## src/rtl/led_seq_pkg.sv

```systemverilog
// Shared encodings for the LED pattern sequencer: pattern modes and
// the BOUNCE sweep direction.
package led_seq_pkg;

    typedef enum logic [1:0] {
        MODE_BLINK  = 2'b00,
        MODE_SHIFT  = 2'b01,
        MODE_BOUNCE = 2'b10,
        MODE_FILL   = 2'b11
    } mode_e;

    typedef enum logic {
        DIR_UP   = 1'b0,
        DIR_DOWN = 1'b1
    } dir_e;

endpackage

```

## src/rtl/tick_edge_det.sv

```systemverilog
// Rising-edge detector for the divided tick, gated by the step enable.
// tick_q resets high so a tick already high at reset release is not
// mistaken for a fresh edge.
module tick_edge_det (
    input  logic clk_i,
    input  logic rst_i,
    input  logic tick_i,
    input  logic en_i,
    output logic step_o
);

    logic tick_q;

    // Track the previous tick level every cycle, independent of enable,
    // so an edge seen while disabled is consumed rather than deferred.
    always_ff @(posedge clk_i) begin
        if (rst_i) tick_q <= 1'b1;
        else       tick_q <= tick_i;
    end

    assign step_o = tick_i & ~tick_q & en_i;

endmodule

```

## src/rtl/led_pattern_seq.sv

```systemverilog
// LED pattern sequencer: steps BLINK / SHIFT / BOUNCE / FILL patterns on
// each enabled rising edge of tick_i. A mode change seen on a step loads
// the new mode's start pattern instead of advancing.
module led_pattern_seq
    import led_seq_pkg::*;
#(
    parameter int N_LEDS = 8
) (
    input  logic              clk_i,
    input  logic              rst_i,
    input  logic              tick_i,
    input  logic              en_i,
    input  logic [1:0]        mode_i,
    output logic [N_LEDS-1:0] led_o,
    output logic              step_o,
    output logic              wrap_o
);

    localparam int CW = $clog2(N_LEDS + 1);
    localparam logic [N_LEDS-1:0] ALL_ONES = '1;
    localparam logic [N_LEDS-1:0] BIT0     = N_LEDS'(1);

    logic              step_ev;
    mode_e             mode_q, mode_d, mode_in;
    dir_e              dir_q, dir_d;
    logic [CW-1:0]     count_q, count_d;
    logic [N_LEDS-1:0] led_q, led_d;
    logic              step_q, wrap_q, wrap_d;

    // Lowest n bits set; n may equal N_LEDS, so no shift-and-subtract.
    function automatic logic [N_LEDS-1:0] fill_mask(input logic [CW-1:0] n);
        logic [N_LEDS-1:0] m;
        m = '0;
        for (int i = 0; i < N_LEDS; i++)
            if (i < int'(n)) m[i] = 1'b1;
        return m;
    endfunction

    tick_edge_det u_edge (
        .clk_i  (clk_i),
        .rst_i  (rst_i),
        .tick_i (tick_i),
        .en_i   (en_i),
        .step_o (step_ev)
    );

    assign mode_in = mode_e'(mode_i);

    // Next-state: mode reload has priority over advancing the pattern.
    always_comb begin
        mode_d  = mode_q;
        dir_d   = dir_q;
        count_d = count_q;
        led_d   = led_q;
        wrap_d  = 1'b0;
        if (step_ev) begin
            if (mode_in != mode_q) begin
                mode_d  = mode_in;
                led_d   = (mode_in == MODE_BLINK) ? ALL_ONES : BIT0;
                dir_d   = DIR_UP;
                count_d = CW'(1);
            end else begin
                case (mode_q)
                    MODE_BLINK: begin
                        led_d  = ~led_q;
                        wrap_d = (led_q == ALL_ONES);
                    end
                    MODE_SHIFT: begin
                        led_d  = {led_q[N_LEDS-2:0], led_q[N_LEDS-1]};
                        wrap_d = led_q[N_LEDS-1];
                    end
                    MODE_BOUNCE: begin
                        case (dir_q)
                            DIR_UP: begin
                                led_d = led_q << 1;
                                // Turn around as soon as the MSB is reached.
                                if (led_q[N_LEDS-2]) dir_d = DIR_DOWN;
                            end
                            DIR_DOWN: begin
                                led_d = led_q >> 1;
                                if (led_q[1]) begin
                                    dir_d  = DIR_UP;
                                    wrap_d = 1'b1;
                                end
                            end
                            default: dir_d = DIR_UP;
                        endcase
                    end
                    MODE_FILL: begin
                        if (count_q == CW'(N_LEDS)) begin
                            count_d = '0;
                            led_d   = '0;
                            wrap_d  = 1'b1;
                        end else begin
                            count_d = count_q + CW'(1);
                            led_d   = fill_mask(count_d);
                        end
                    end
                    default: mode_d = MODE_BLINK;
                endcase
            end
        end
    end

    // State and output registers; reset discards all pattern state.
    always_ff @(posedge clk_i) begin
        if (rst_i) begin
            mode_q  <= MODE_BLINK;
            dir_q   <= DIR_UP;
            count_q <= '0;
            led_q   <= '0;
            step_q  <= 1'b0;
            wrap_q  <= 1'b0;
        end else begin
            mode_q  <= mode_d;
            dir_q   <= dir_d;
            count_q <= count_d;
            led_q   <= led_d;
            step_q  <= step_ev;
            wrap_q  <= wrap_d;
        end
    end

    assign led_o  = led_q;
    assign step_o = step_q;
    assign wrap_o = wrap_q;

endmodule
```

## config.mk

```make
export PLATFORM = sky130hd
export DESIGN_NAME = led_pattern_seq
export DESIGN_NICKNAME = d
export VERILOG_FILES = /design/src/rtl/led_seq_pkg.sv /design/src/rtl/tick_edge_det.sv /design/src/rtl/led_pattern_seq.sv
export SDC_FILE = /design/constraint.sdc
export NUM_CORES = 1
export LEC_CHECK = 0
export CAP_MARGIN = 20
export CORE_MARGIN = 5
export CORE_UTILIZATION = 30
export DETAILED_ROUTE_END_ITERATION = 10
export PLACE_DENSITY = 0.49
export SLEW_MARGIN = 20
export SYNTH_ARGS = -nofsm -noshare
export SYNTH_HDL_FRONTEND = slang
export SYNTH_HIERARCHICAL = 1
export SYNTH_SLANG_ARGS = --single-unit
```

## constraint.sdc

```tcl
create_clock -name clk_i -period 2.1 [get_ports clk_i]
set_input_delay 0.63 -clock clk_i [delete_from_list [all_inputs] [get_ports clk_i]]
set_output_delay 0.63 -clock clk_i [all_outputs]
set_load 0.05 [all_outputs]
```

Yosys cells after proc, flatten, opt, wreduce, memory -nomap -nowiden

Index checks and enable logic that the tools add are counted.

Flip-flop bits (word level): 18
Input port bits: 6
Word-level logic and storage cells: 61

$add $sub $neg: 1
$lt $le $gt $ge: 8
Equality and inequality tests: 6
Muxes and demuxes: 25
Bitwise logic cells: 6
Reductions and logical operators: 8

Operator list:

| operator            | count |
|---|---|
| $pmux 8 s4          | 1 |
| $mux 8              | 3 |
| $lt 3x4->1 const A  | 4 |
| $pmux 8 s2          | 1 |
| $mux 1              | 15 |
| $mux 4              | 3 |
| $eq 8x8->1 const B  | 1 |
| $lt 1x4->1 const A  | 2 |
| $lt 2x4->1 const A  | 2 |
| $not 8->8           | 1 |
| $reduce_and 2->1    | 3 |
| $add 4x1->4 const B | 1 |
| $eq 2x2->1 const B  | 2 |
| $eq 4x4->1 const B  | 1 |
| $logic_not 2->1     | 2 |
| $pmux 1 s4          | 1 |
| $reduce_bool 2->1   | 2 |
| $not 1->1           | 3 |
| $reduce_or 3->1     | 1 |
| $and 1x1->1         | 2 |
| $eq 2x1->1 const B  | 1 |
| $ne 2x2->1          | 1 |
| $pmux 1 s2          | 1 |

Depth between registers and ports, before layout

Gate-level depths: netlist (run 1).

Depth after elaboration: 6
Depth in mapped cells: 7
Gate-level depth less buffers: 7

Cells and area by module

The synthesis (run 1) kept the hierarchy.

By module, submodules not included:

| module          | times used | cells each | area an instance (sq um) | sequential area each (sq um) |
|---|---|---|---|---|
| led_pattern_seq | 1          | 167        | 1,327.5                  | 340.3 |
| tick_edge_det   | 1          | 3          | 36.3                     | 20.0 |

Least setup slack after synthesis (run 1)

OpenSTA, ideal clock, no wires.

Path kind: input to register
Start point: in mode_i[0]
End point: reg led_q[4], in the netlist led_o[4]
Arrival time: 1.628 ns
Slack: 0.413 ns
Cell stages on the path: 6
Cell sequence: buf_2 -> xnor2_2 -> nand2_4 -> a211oi_2 -> a21boi_1 -> o31a_1

Cells in the longest elaborated chain, start to end: 3
Elaborated cells on any way between the ends: 4
Classes of those cells: eq/ne (1); mux (2); reduce/logical (1)

Ends and longest elaborated chain:

| what                 | line                   | text |
|---|---|---|
| start, declared      | led_pattern_seq.sv:13  | `input logic [1:0] mode_i,` |
| $logic_not 2->1      | led_pattern_seq.sv:59  | `led_d = (mode_in == MODE_BLINK) ? ALL_ONES : BIT0;` |
| $mux 8               | led_pattern_seq.sv:59  |  |
| $mux 8 (*)           | led_pattern_seq.sv:57  | `if (mode_in != mode_q) begin` |
| end signal, assigned | led_pattern_seq.sv:118 | `led_q <= led_d;` |
| end, declared        | led_pattern_seq.sv:27  | `logic [N_LEDS-1:0] led_q, led_d;` |

Every way passes the cells marked *; elsewhere a longest branch is shown, timed or not.
A chain may end at the register's enable or synchronous reset.

Final worst setup path (run 1)

Start point: reg wrap_q, in the netlist wrap_o
End point: out wrap_o

RTL lines:

| what                   | line                   | text |
|---|---|---|
| start, declared        | led_pattern_seq.sv:28  | `logic step_q, wrap_q, wrap_d;` |
| start signal, assigned | led_pattern_seq.sv:120 | `wrap_q <= wrap_d;` |
| end, declared          | led_pattern_seq.sv:16  | `output logic wrap_o` |

No word-level cell between the ends.

==> results.yml, run 1 <==
sta:
  worstMarginPinSlew_ps: 575
  finalClockSkew_ps: 2.17
  rsz0062_at_grt: "no"
  hold_violations: 0
  drv_slew: 0
  period_share_pct: 95.8
  fmaxAchievable_mhz: 497
  setup_viol: 0
  finalCriticalPeriod_ps: 2010
  fin_ws_ps: 88.5
  slew-limit-headroom_pct: 61.6
worst_setup_path:
  critPathKind: "reg2out"
  r2r-start: "count_q[1]"
  cp_num_buf_inv: 1
  crit_family: "buffers and inverters"
  crit_path_end_kind: "primary output"
  crit_path_max_fanout: 1
  setup.worst_path.start: "wrap_o"
  cp_slowest_stage_delay_ps: 800
  path_cells: "clkdlybuf4s50_1"
  start_kind: "flip-flop"
  cp.required_ps: 1470
  critPathArrivalTime_ps: 1380
  cp_slowest_cell: "clkdlybuf4s50_1"
synth:
  syn_inst: 170
  ys_warn_count: 6
  synth_edf_count: 0
  syn-cell-area_sq_mm: 0.00136
  synth.distinct_cells: 53
  synth_flop_cell: "dfxtp_1"
  async_flop_share_pct: 0
  syn_nets: 180
  ys_seq_elements: 18
  ys_seq_area_share_pct: 26.4
  avgSynthCellArea_sq_um: 8.02
floorplanning:
  rows: 24
  die_w_um: 77.4
  die_h_um: 77.4
  dieArea_sq_mm: 0.00599
  core_sq_mm: 0.00438
  ioPinCount: 16
  start_util_pct: 31.1
route:
  avgRoutedWirePerCell_um: 15.6
  drt_iter0_drc: 76
  drc_errors: 0
  via_per_inst: 5.47
  vias: 1329
  postRouteAntennaNets: 0
  wl_um: 3780
  firstDrtPassIters: 4
clock_tree:
  post_cts.repair.setup_buffers: 0
  clk_path_buf_depth: 2
  clk_pin_slew_worst_paths_ps: 70
  clkSinkCount: 18
  cts_buffers: 3
  cts-htree-levels: 1
  clock_tree.root_cell: "clkbuf_8"
  insertion_delay_ps: 260
  cts_tree: "yes"
finish:
  drive_gt1_share_pct: 23.0
  final_common_cell: "buf_4"
  mostFrequentLayoutCells: "buf_4 (23), nor2_1 (19), dfxtp_1 (18)"
  n_antenna_cell: 0
  syn_to_final_growth_pct: 21.7
  final_nets: 203
  n_fill_cell: 462
  postLayoutCellArea_sq_mm: 0.00166
power_and_ir_drop:
  seqPwrFrac_pct: 48.9
  ir_drop_mv: 0.351
  combPwrFrac_pct: 17.2
  clkPwrFrac_pct: 33.8
  p_leak_uw: 0.000584
  p_int_uw: 534
  p_sw_share_pct: 28.0
  switching_power_uw: 207
  power_density_mw_per_mm2: 446
global_routing:
  grt-ovfl-total: 0
  grt_pass1_wl_um: 6240
  first_global_vias: 1261
  grt_max_degree: 15
  antenna_found_initial: 0
  grt.total_usage_pct: 12.6
  grt_use_met3_pct: 3.13
  grt_util_met2_pct: 19.3
  met1_usage_pct: 17.8
  grt-busiest-layer: "met2"
placed_design:
  post_dp_cell_area_sq_mm: 0.00162
  dpl.hpwl_um: 2880
  pre_cts_ws_ps: -170
  numPortBuffers: 15
  gp_congestion: 0.818
run:
  drv_cap: 0
outcome:
  status: "finished clean"
min_path:
  min_path_type: "reg2reg"
  worstHoldStart: "led_o[0]"
state kept, by name (all words and copies together) (netlist names):
register       cells
mode_q             2
wrap_o             1
count_q            4
dir_q              1
step_o             1
led_o              8
u_edge/tick_q      1
timing repair:
item,4_1_cts,5_1_grt
hold buffers,0,0
resized for setup,0,1
endpoints found under the setup margin,0,1
synthesized netlist by cell type (all sizes together) (4+ instances only):
library cell / n / area share [%]
nor2: 21 / 6.1
dfxtp: 18 / 26
a21oi: 14 / 5.1
nand2: 13 / 4.1
buf: 10 / 4.7
nand3: 8 / 2.9
o21ai: 8 / 2.9
a211oi: 7 / 4.2
inv: 6 / 1.7
ha: 4 / 3.7
nand2b: 4 / 1.8
o211ai: 4 / 2.2
routing by layer:
metal / part of all wire, % / routed length [um]
met1: 48 / 1830
met2: 46 / 1720
met3: 5.7 / 215
met4: 0.40 / 15
met5: 0 / 0
cells by family (layout without fill, tap and decap cells):
kind of cell    count (synthesis)  count (layout)  synth area share (%)
simple gates                   62              62                  23.7
compound gates                 60              60                  33.0
buf+inv                        19              40                  7.16
flops                          18              18                  26.4
fa+ha+maj                       4               4                  3.67
mux                             4               4                  3.03
xor+xnor                        3               3                  3.03
final cells by class:
type	instances	area, sq um	area share (%)
sequential	18	360	21.7
inverter	6	22.5	1.36
clock buffer	3	41.3	2.49
multi-input combinational	133	906	54.6
tap	52	65.1	3.92
timing repair buffer	31	265	16.0
metrics by stage:
step	power (uW)	hold slack, ps	std cells	TNS [ps]	util, %
2_1_floorplan	449	534	170	0	-
3_3_place_gp	498	547	240	-875	36.9
4_1_cts	750	575	243	0	37.8
3_5_place_dp	498	563	240	-1330	36.9
5_1_grt	772	607	243	0	37.9
6_report	741	573	243	0	37.9
final timing paths:
check             end  slack [ps]  depth (start not counted)
min            wrap_o         570                          2
min reg2reg    wrap_o         570                          2
max            wrap_o          90                          1
max reg2reg  led_o[1]         220                          6
power by group through the flow:
stage | logic (uW) | clock network (uW) | registers, uW
after CTS | 129 | 259 | 362
after detailed placement | 128 | 0 | 370
after global routing | 137 | 271 | 364
after floorplan | 67.8 | 0 | 381
final | 128 | 251 | 362
after global placement | 128 | 0 | 370
No activity file was read; power rests on OpenSTA's default activity.
==> inputs of run 2 (changes only) <==
Settings changed: CORE_UTILIZATION 30 to 35, PLACE_DENSITY 0.49 to 0.55.
==> run 2 against run 1 <==
Net effect: utilization is 5.9 points higher; register-to-register slack hardly changed; routed wire length is 8.4% lower; sequential power hardly changed; cell count is 2.5% lower; largest power group unchanged.
==> results.yml, run 2 (synthesized netlist as in run 1, its figures left out) <==
worst_setup_path:
  path_cells: "clkdlybuf4s50_1"
  reg2reg_depth: 6
  cp.required_ps: 1470
  cp_slowest_stage_delay_ps: 790
  cp_slowest_cell: "clkdlybuf4s50_1"
  crit_family: "buffers and inverters"
  critPathArrivalTime_ps: 1350
  r2r_end: "led_o[1]"
  regToRegSetupSlack_ps: 230
  crit_path_max_fanout: 1
  start_kind: "flip-flop"
  cp_num_buf_inv: 1
  crit_path_end_kind: "primary output"
  r2r-start: "count_q[1]"
  critPathKind: "reg2out"
min_path:
  worstHoldStart: "led_o[7]"
  holdPathStages: 2
  min_path_type: "reg2reg"
  hold-path-endpoint: "led_o[7]"
finish:
  n_fill_cell: 387
  mostFrequentLayoutCells: "buf_4 (22), nor2_1 (19), dfxtp_1 (18)"
  final_common_cell: "buf_4"
  syn_to_final_growth_pct: 19.2
  largest_register_ffs: 8
  n_antenna_cell: 0
  postLayoutCellArea_sq_mm: 0.00163
  final_util_pct: 43.7
  drive_gt1_share_pct: 22.2
  final_nets: 201
global_routing:
  antenna_found_initial: 0
  grt.total_usage_pct: 13.8
  grt_pass1_wl_um: 5870
  grt-ovfl-total: 0
  grt_max_degree: 14
  first_global_vias: 1224
route:
  met2_length_um: 1570
  postRouteAntennaNets: 0
  routed-wl-met3_um: 218
  avgRoutedWirePerCell_um: 14.6
  firstDrtPassIters: 4
  drt_iter0_drc: 114
  maxUsedRoutingLayer: "met4"
  drc_errors: 0
  vias: 1317
  via_per_inst: 5.56
  wl_met1_um: 1650
  wl_um: 3460
floorplanning:
  die_w_um: 72.4
  ioPinCount: 16
  rows: 22
  die_h_um: 72.4
  dieArea_sq_mm: 0.00524
  start_util_pct: 36.7
  core_sq_mm: 0.00372
clock_tree:
  clock_tree.root_cell: "clkbuf_8"
  clkSinkCount: 18
  cts_tree: "yes"
  postCtsResizedCells: 0
  cts-htree-levels: 1
  clk_pin_slew_worst_paths_ps: 70
  post_cts.repair.setup_buffers: 0
  cts_hold_buffers: 0
  clk_path_buf_depth: 2
  cts_buffers: 3
  insertion_delay_ps: 250
sta:
  finalCriticalPeriod_ps: 1980
  hold_violations: 0
  period_share_pct: 94.3
  drv_slew: 0
  slew-limit-headroom_pct: 63.5
  setup_viol: 0
  rsz0062_at_grt: "no"
  fmaxAchievable_mhz: 505
  finalClockSkew_ps: 1.24
  worstMarginPinSlew_ps: 547
placed_design:
  dpl.hpwl_um: 2680
  post_dp_cell_area_sq_mm: 0.00158
  gp_congestion: 0.849
  numPortBuffers: 15
outcome:
  status: "finished clean"
power_and_ir_drop:
  power_density_mw_per_mm2: 447
  p_leak_uw: 0.000562
  ir_drop_mv: 0.193
run:
  drv_cap: 0
-- run 2: cell types whose count changed in the layout (fill, tap and decap cells not counted) --
| cell | delta |
|---|---|
| dlymetal6s2s_1 | -1 |
| buf_4 | -1 |
| clkdlybuf4s50_1 | +1 |
| buf_12 | -1 |
-- run 2: tightest hold or removal path, cell delays in order (launching register included) --
cell and delay, ps:
dfxtp_1 360, nor2_1 100, nor4_1 50
-- run 2: how the worst max path moves through the flow --
stage | startpoint | to | slack, ps | cells after the start
global placement | mode_i[1] | led_o[1] | -20 | 5
CTS | wrap_o | wrap_o | 110 | 1
floorplan | mode_i[0] | led_o[4] | 410 | 6
detailed placement | mode_i[1] | led_o[4] | -90 | 6
global route | count_q[1] | led_o[3] | 60 | 7
finish | wrap_o | wrap_o | 120 | 1
-- run 2: area by class of cell --
type	instances	area, sq um	area share, %
Sequential cell	18	360	22.2
Timing Repair Buffer	29	235	14.5
Clock buffer	3	41.3	2.54
Tap cell	48	60.1	3.70
Multi-Input combinational cell	133	906	55.7
Inverter	6	22.5	1.39
-- run 2: layer usage --
layer  vias up  GRT usage, %
met2        42          21.4
met3         2          2.49
li1        668             -
met4         0          2.46
met5         -             0
met1       605          20.1
-- run 2: power breakdown --
group | switching (uW) | total [uW] | leakage [uW] | internal (uW)
Sequential | 13.7 | 362 | 0.000146 | 349
Clock | 118 | 246 | 0.0000216 | 127
Combinational | 67.0 | 119 | 0.000394 | 51.8
Total | 199 | 727 | 0.000562 | 528
-- run 2: through the flow --
| step | power [uW] | hold slack (ps) | setup slack (ps) | TNS, ps | cells |
|---|---|---|---|---|---|
| floorplan | 449 | 534 | 413 | 0 | 170 |
| global placement | 489 | 559 | -22.8 | -100 | 234 |
| detailed placement | 489 | 552 | -92.4 | -398 | 234 |
| CTS | 736 | 560 | 107 | 0 | 237 |
| global route | 762 | 602 | 57.3 | 0 | 237 |
| finish | 727 | 563 | 121 | 0 | 237 |
==> edit 1, RTL diff (flow settings as in run 1) <==
Change the parameter `N_LEDS` from 8 to 16.
--- a/src/rtl/led_pattern_seq.sv
+++ b/src/rtl/led_pattern_seq.sv
@@ -6,3 +6,3 @@
 #(
-    parameter int N_LEDS = 8
+    parameter int N_LEDS = 16
 ) (
Ports: changed (resized led_o); port bits go from 16 to 24. The function was not compared with the original's and may differ.
==> edit 1 against run 1 <==
  * Maximum frequency shrank 0.72%
  * Power grew 46%
  * Register-to-register slack lost 0.08 ns
  * Highest routed layer unchanged
  * Cell area grew 50%
  * Clock power grew 30%
  * Largest power group unchanged
  * Global-route usage grew 3.1 points
  * Sequential share of layout area grew 0.073 points
  * Hold slack gained 0.0025 ns
  * Wire length grew 76%
  * Setup slack lost 0.015 ns
  * Synthesized area grew 46%
  * Core utilization grew 1.2 points
  * Sequential cell count grew 9
==> edit 1: results (changes against run 1) <==
[placed_design]
gp_congestion=0.8268  ; +1.1%
port_buffers=23  ; +8
dpl.hpwl_microns=4817  ; +67%
placed_area_sq_um=2386  ; +48%

[finish]
drive_gt1_share_pct=21.86  ; -1.2 points
layout.nets=320  ; +58%
largest_reg_flops=16  ; +8
n_antenna_cell=0  ; unchanged
fill_cells=682  ; +48%

[logic_synthesis]
seq_area_frac_synth_pct=27.20  ; +0.78 points
ys_warn_count=6  ; unchanged
syn-num-nets=285  ; +58%
synth_cell_types=56  ; +5.7%
synthTopCellsByArea=dfxtp_1 27%, a21oi_1 9.6%, o21ai_0 6.3%
async_reset_ff_share_pct=0  ; unchanged
ys_top_cells_by_count=38 x a21oi_1, 29 x nor2_1, 27 x dfxtp_1, 27 x nand2_1, 25 x o21ai_0

[critical_path]
regToRegEndpoint=led_o[10]$_SDFFE_PP0P_
cp.arrival_ns=1.40  ; +0.02 ns
cp_slowest_stage_delay_ns=0.79
crit_family=buffers and inverters
cp-start-kind=flop
r2r_slack_ns=0.14  ; -0.08 ns
rr_startpoint=count_q[3]$_SDFFE_PP0P_
endpoint=wrap_o
r2r_cells=5  ; -1
critPathLaunch=wrap_o$_SDFF_PP0_

[global_route]
grt_max_degree=28  ; +13
use_met2_pct=24.70  ; +5.4 points
grt_usage_pct=15.68  ; +3.1 points
grt_pass1_wl_microns=10820  ; +73%
grt_pass1_vias=2070  ; +64%
grt_util_met3_pct=3.388  ; +0.26 points
grt_use_met1_pct=21.16  ; +3.3 points

[timing]
skew_ns=0.002934  ; +0.0007683 ns
hold_slack_ns=0.5756  ; +0.002549 ns
slew_headroom_pct=52.72  ; -8.9 points
tns_ns=0  ; unchanged

[detailed_routing]
drt_wl_total_microns=6636  ; +76%
vias_per_cell=5.603  ; +2.4%
drt_iter0_drc=136  ; +79%
drtPass1Iterations=4  ; unchanged

[cts]
numCtsBuffers=3  ; unchanged
clk_path_buf_depth=2  ; unchanged
worstSkewPairLatency_ns=0.28  ; +0.02 ns
root_buffer=clkbuf_8
clk_pin_slew_ns=0.10  ; +0.03 ns
cts_max_level=1  ; unchanged

[outcome]
status=finished, final reports clean

[min_path]
hp-class=reg2reg

[pwr]
leakagePower_nw=0.8609  ; +47%
ir_worst_vdd_mv=0.2343  ; -33%

-- edit 1: cell count changes after synthesis, sizes merged, moves of 3 or more --
cell and change:
dfxtp +9, a211oi +4, buf +5, nand2 +15, a21oi +24, o21ai +19
a31oi +3, nor3 +4, nand3 -3, mux2i +3, nor2 +10, a2111oi +3
clkbuf +7
-- edit 1: layout make-up --
cell class | instances | area [sq um] | area share, %
tap | 77 | 96.34 | 3.864
multi-input combinational | 219 | 1334 | 53.49
clock buffer | 4 | 45.04 | 1.806
sequential | 27 | 543.0 | 21.78
inverter | 6 | 22.52 | 0.9032
timing repair buffer | 55 | 452.9 | 18.16
-- edit 1: how the worst min path moves through the flow --
stage                         endpoint               startpoint  cells after the start
3_3_place_gp    led_o[15]$_SDFFE_PP0P_   led_o[15]$_SDFFE_PP0P_                      2
5_1_grt         led_o[15]$_SDFFE_PP0P_   led_o[15]$_SDFFE_PP0P_                      2
2_1_floorplan  count_q[0]$_SDFFE_PP0P_  count_q[0]$_SDFFE_PP0P_                      2
6_report       count_q[1]$_SDFFE_PP0P_  count_q[1]$_SDFFE_PP0P_                      2
4_1_cts          led_o[5]$_SDFFE_PP0P_    led_o[5]$_SDFFE_PP0P_                      2
3_5_place_dp     led_o[5]$_SDFFE_PP0P_    led_o[5]$_SDFFE_PP0P_                      2
-- edit 1: logic make-up after synthesis --
logic type	share of synthesized area [%]
compound gates	34.57
xor+xnor	2.204
fa+ha+maj	1.259
buf+inv	7.431
flops	27.20
mux	3.023
simple gates	24.31
-- edit 1: what timing repair did --
| item | in CTS | in global routing |
|---|---|---|
| setup endpoints to repair | 6 | 17 |
| buffers inserted | 2 | 0 |
| gates resized for setup | 3 | 12 |
| pin swaps | 1 | 1 |
-- edit 1: report_power, final --
part | internal [mW] | leakage, nW | switching (mW)
Clock | 0.137 | 0.0228 | 0.190
Combinational | 0.0819 | 0.618 | 0.123
Sequential | 0.525 | 0.220 | 0.0225
Total | 0.744 | 0.861 | 0.336
-- edit 1: layer usage --
metal  part of all wire (%)  wire [microns]  up-vias
li1                       -               -     1082
met1                     47            3096     1024
met2                     46            3043       58
met3                    5.8             387       10
met4                    1.6             108        0
met5                      0               0        -
-- edit 1: metrics by stage --
step / utilization [%] / instances / setup WS (ns)
after floorplan: - / 277 / 0.1825
after global placement: 37.36 / 382 / -0.3625
after detailed placement: 37.36 / 382 / -0.3997
after CTS: 38.46 / 388 / 0.03497
after global routing: 39.05 / 388 / 0.001869
final: 39.05 / 388 / 0.07390
==> edit 2, RTL diff (flow settings as in run 1) <==
Without the edit above. Register the output `led_o` once more, with the module's reset; this adds one clock of latency there. The other outputs are not delayed to match.
--- a/src/rtl/led_pattern_seq.sv
+++ b/src/rtl/led_pattern_seq.sv
@@ -123,3 +123,9 @@
 
-    assign led_o  = led_q;
+    always_ff @(posedge clk_i) begin
+        if (rst_i) begin
+            led_o <= '0;
+        end else begin
+            led_o <= led_q;
+        end
+    end
     assign step_o = step_q;
Function: changed (Yosys sat finds a counterexample within 4 cycles, from zero or initial values and one cycle with rst_i high).
==> edit 2 against run 1 <==
  * Wire length increased by 2.8%
  * Sequential cell count is 8 higher
  * Die area up 11%
  * Synthesized area up 12%
  * Sequential power is 43% higher
  * Synthesized cell count is 7.1% higher
  * Setup slack lost 0.018 ns
  * Cell area grew 15%
  * Register-to-register slack worse by 0.05 ns
  * Power is 42% higher
==> edit 2: results (changes against run 1) <==
[pwr]
total_power_mw=1.052  ; +42%
p_switching_mw=0.2439  ; +18%
ir_worst_vdd_mv=0.3079  ; -12%
p_comb_share_pct=10.6  ; -6.6 points
sequentialPowerShare_pct=49.2  ; +0.3 points
leakagePower_nw=0.6802  ; +16%

[detailed_routing]
vias_per_cell=5.004  ; -8.5%
drtPass1Iterations=4  ; unchanged
drt_wl_total_microns=3885  ; +2.8%
drt_iter0_drc=124  ; +63%

[logic_synthesis]
synth_cell_types=50  ; -5.7%
synth_fa_ha_area_share_pct=3.263  ; -0.41 points
synth-xor-area-share_pct=2.773  ; -0.25 points
syn-num-nets=192  ; +6.7%
seq_area_frac_synth_pct=33.93  ; +7.5 points
synth.avg_cell_area_sq_um=8.428  ; +5.1%
synthTopCellsByArea=dfxtp_1 34%, a21oi_1 5.5%, mux2i_1 5.2%
synth-compound-area-share_pct=24.71  ; -8.3 points
ys_top_cells_by_count=26 x dfxtp_1, 18 x nand2_1, 17 x a21oi_1, 17 x nor2_1, 10 x nor2b_1
synth.area.mux_share_pct=5.220  ; +2.2 points

[placed_design]
gp_congestion=0.9205  ; +13%
dp_cells=273  ; +14%
dpl.hpwl_microns=2965  ; +3.0%
dp_slack_ns=-0.2297  ; -0.05923 ns

[cts]
clk_pin_slew_ns=0.10  ; +0.03 ns

[critical_path]
r2r_cells=7  ; +1
cp_slowest_cell=clkdlybuf4s50_1
r2r_slack_ns=0.17  ; -0.05 ns
regToRegEndpoint=led_q[2]$_SDFFE_PP0P_
rr_startpoint=count_q[0]$_SDFFE_PP0P_

[min_path]
hold_depth=1  ; -1
whs_endpoint=led_o[7]$_SDFF_PP0_
hp-start=led_q[7]$_SDFFE_PP0P_

[finish]
drive_gt1_share_pct=18.84  ; -4.2 points
fin_cells=277  ; +14%
fill_cells=535  ; +16%
layout.nets=218  ; +7.4%

[timing]
skew_ns=0.002963  ; +0.0007974 ns
slew_headroom_pct=67.08  ; +5.5 points
hold_slack_ns=0.5403  ; -0.03267 ns

[global_route]
grt_pass1_wl_microns=6637  ; +6.4%
grt_usage_pct=12.95  ; +0.39 points
grt_pass1_vias=1395  ; +11%
grt_max_degree=20  ; +5

[outcome]
status=finished, final reports clean

[edit 2: cell count changes in the layout (fill, tap and decap cells not counted), moves of 4 or more]
cell,change
nand3_1,-4
dfxtp_1,+8
clkdlybuf4s50_1,+4
mux2i_1,+5
nand2_1,+6
nor2b_1,+8
o21ai_0,-5
[edit 2: layout make-up]
class                           count  area (sq um)  area share [%]
Multi-Input combinational cell    139         935.9           49.08
Sequential cell                    26         520.5           27.30
Timing Repair Buffer               33         272.8           14.30
Tap cell                           70         87.58           4.593
Clock buffer                        3         41.29           2.165
Clock inverter                      1         30.03           1.575
Inverter                            5         18.77          0.9843
[edit 2: what timing repair did]
action,4_1_cts,5_1_grt
resized for setup,0,1
endpoints found under the setup margin,0,1
buffers inserted,0,0
[edit 2: how the worst max path moves through the flow]
stage	cells after the start	start	endpoint	slack, ns
after floorplan	6	count_q[1]$_SDFFE_PP0P_	led_q[0]$_SDFFE_PP0P_	0.37
after global placement	6	tick_i	led_q[7]$_SDFFE_PP0P_	-0.22
after detailed placement	6	tick_i	led_q[7]$_SDFFE_PP0P_	-0.23
after CTS	1	wrap_o$_SDFF_PP0_	wrap_o	0.06
after global routing	7	count_q[0]$_SDFFE_PP0P_	led_q[2]$_SDFFE_PP0P_	0.02
final	1	wrap_o$_SDFF_PP0_	wrap_o	0.07
[edit 2: metrics by stage]
stage	area, sq um	util, %
CTS	1906	37.79
global placement	1834	36.38
detailed placement	1834	36.38
finish	1907	37.82
floorplan	1534	-
global route	1907	37.82
[edit 2: routing by layer]
layer,global-route usage [%],vias up,share of wire [%]
met4,2.534,0,0.49
li1,-,702,-
met2,21.50,33,47
met1,17.18,649,48
met5,0,-,0
met3,2.961,2,4.5
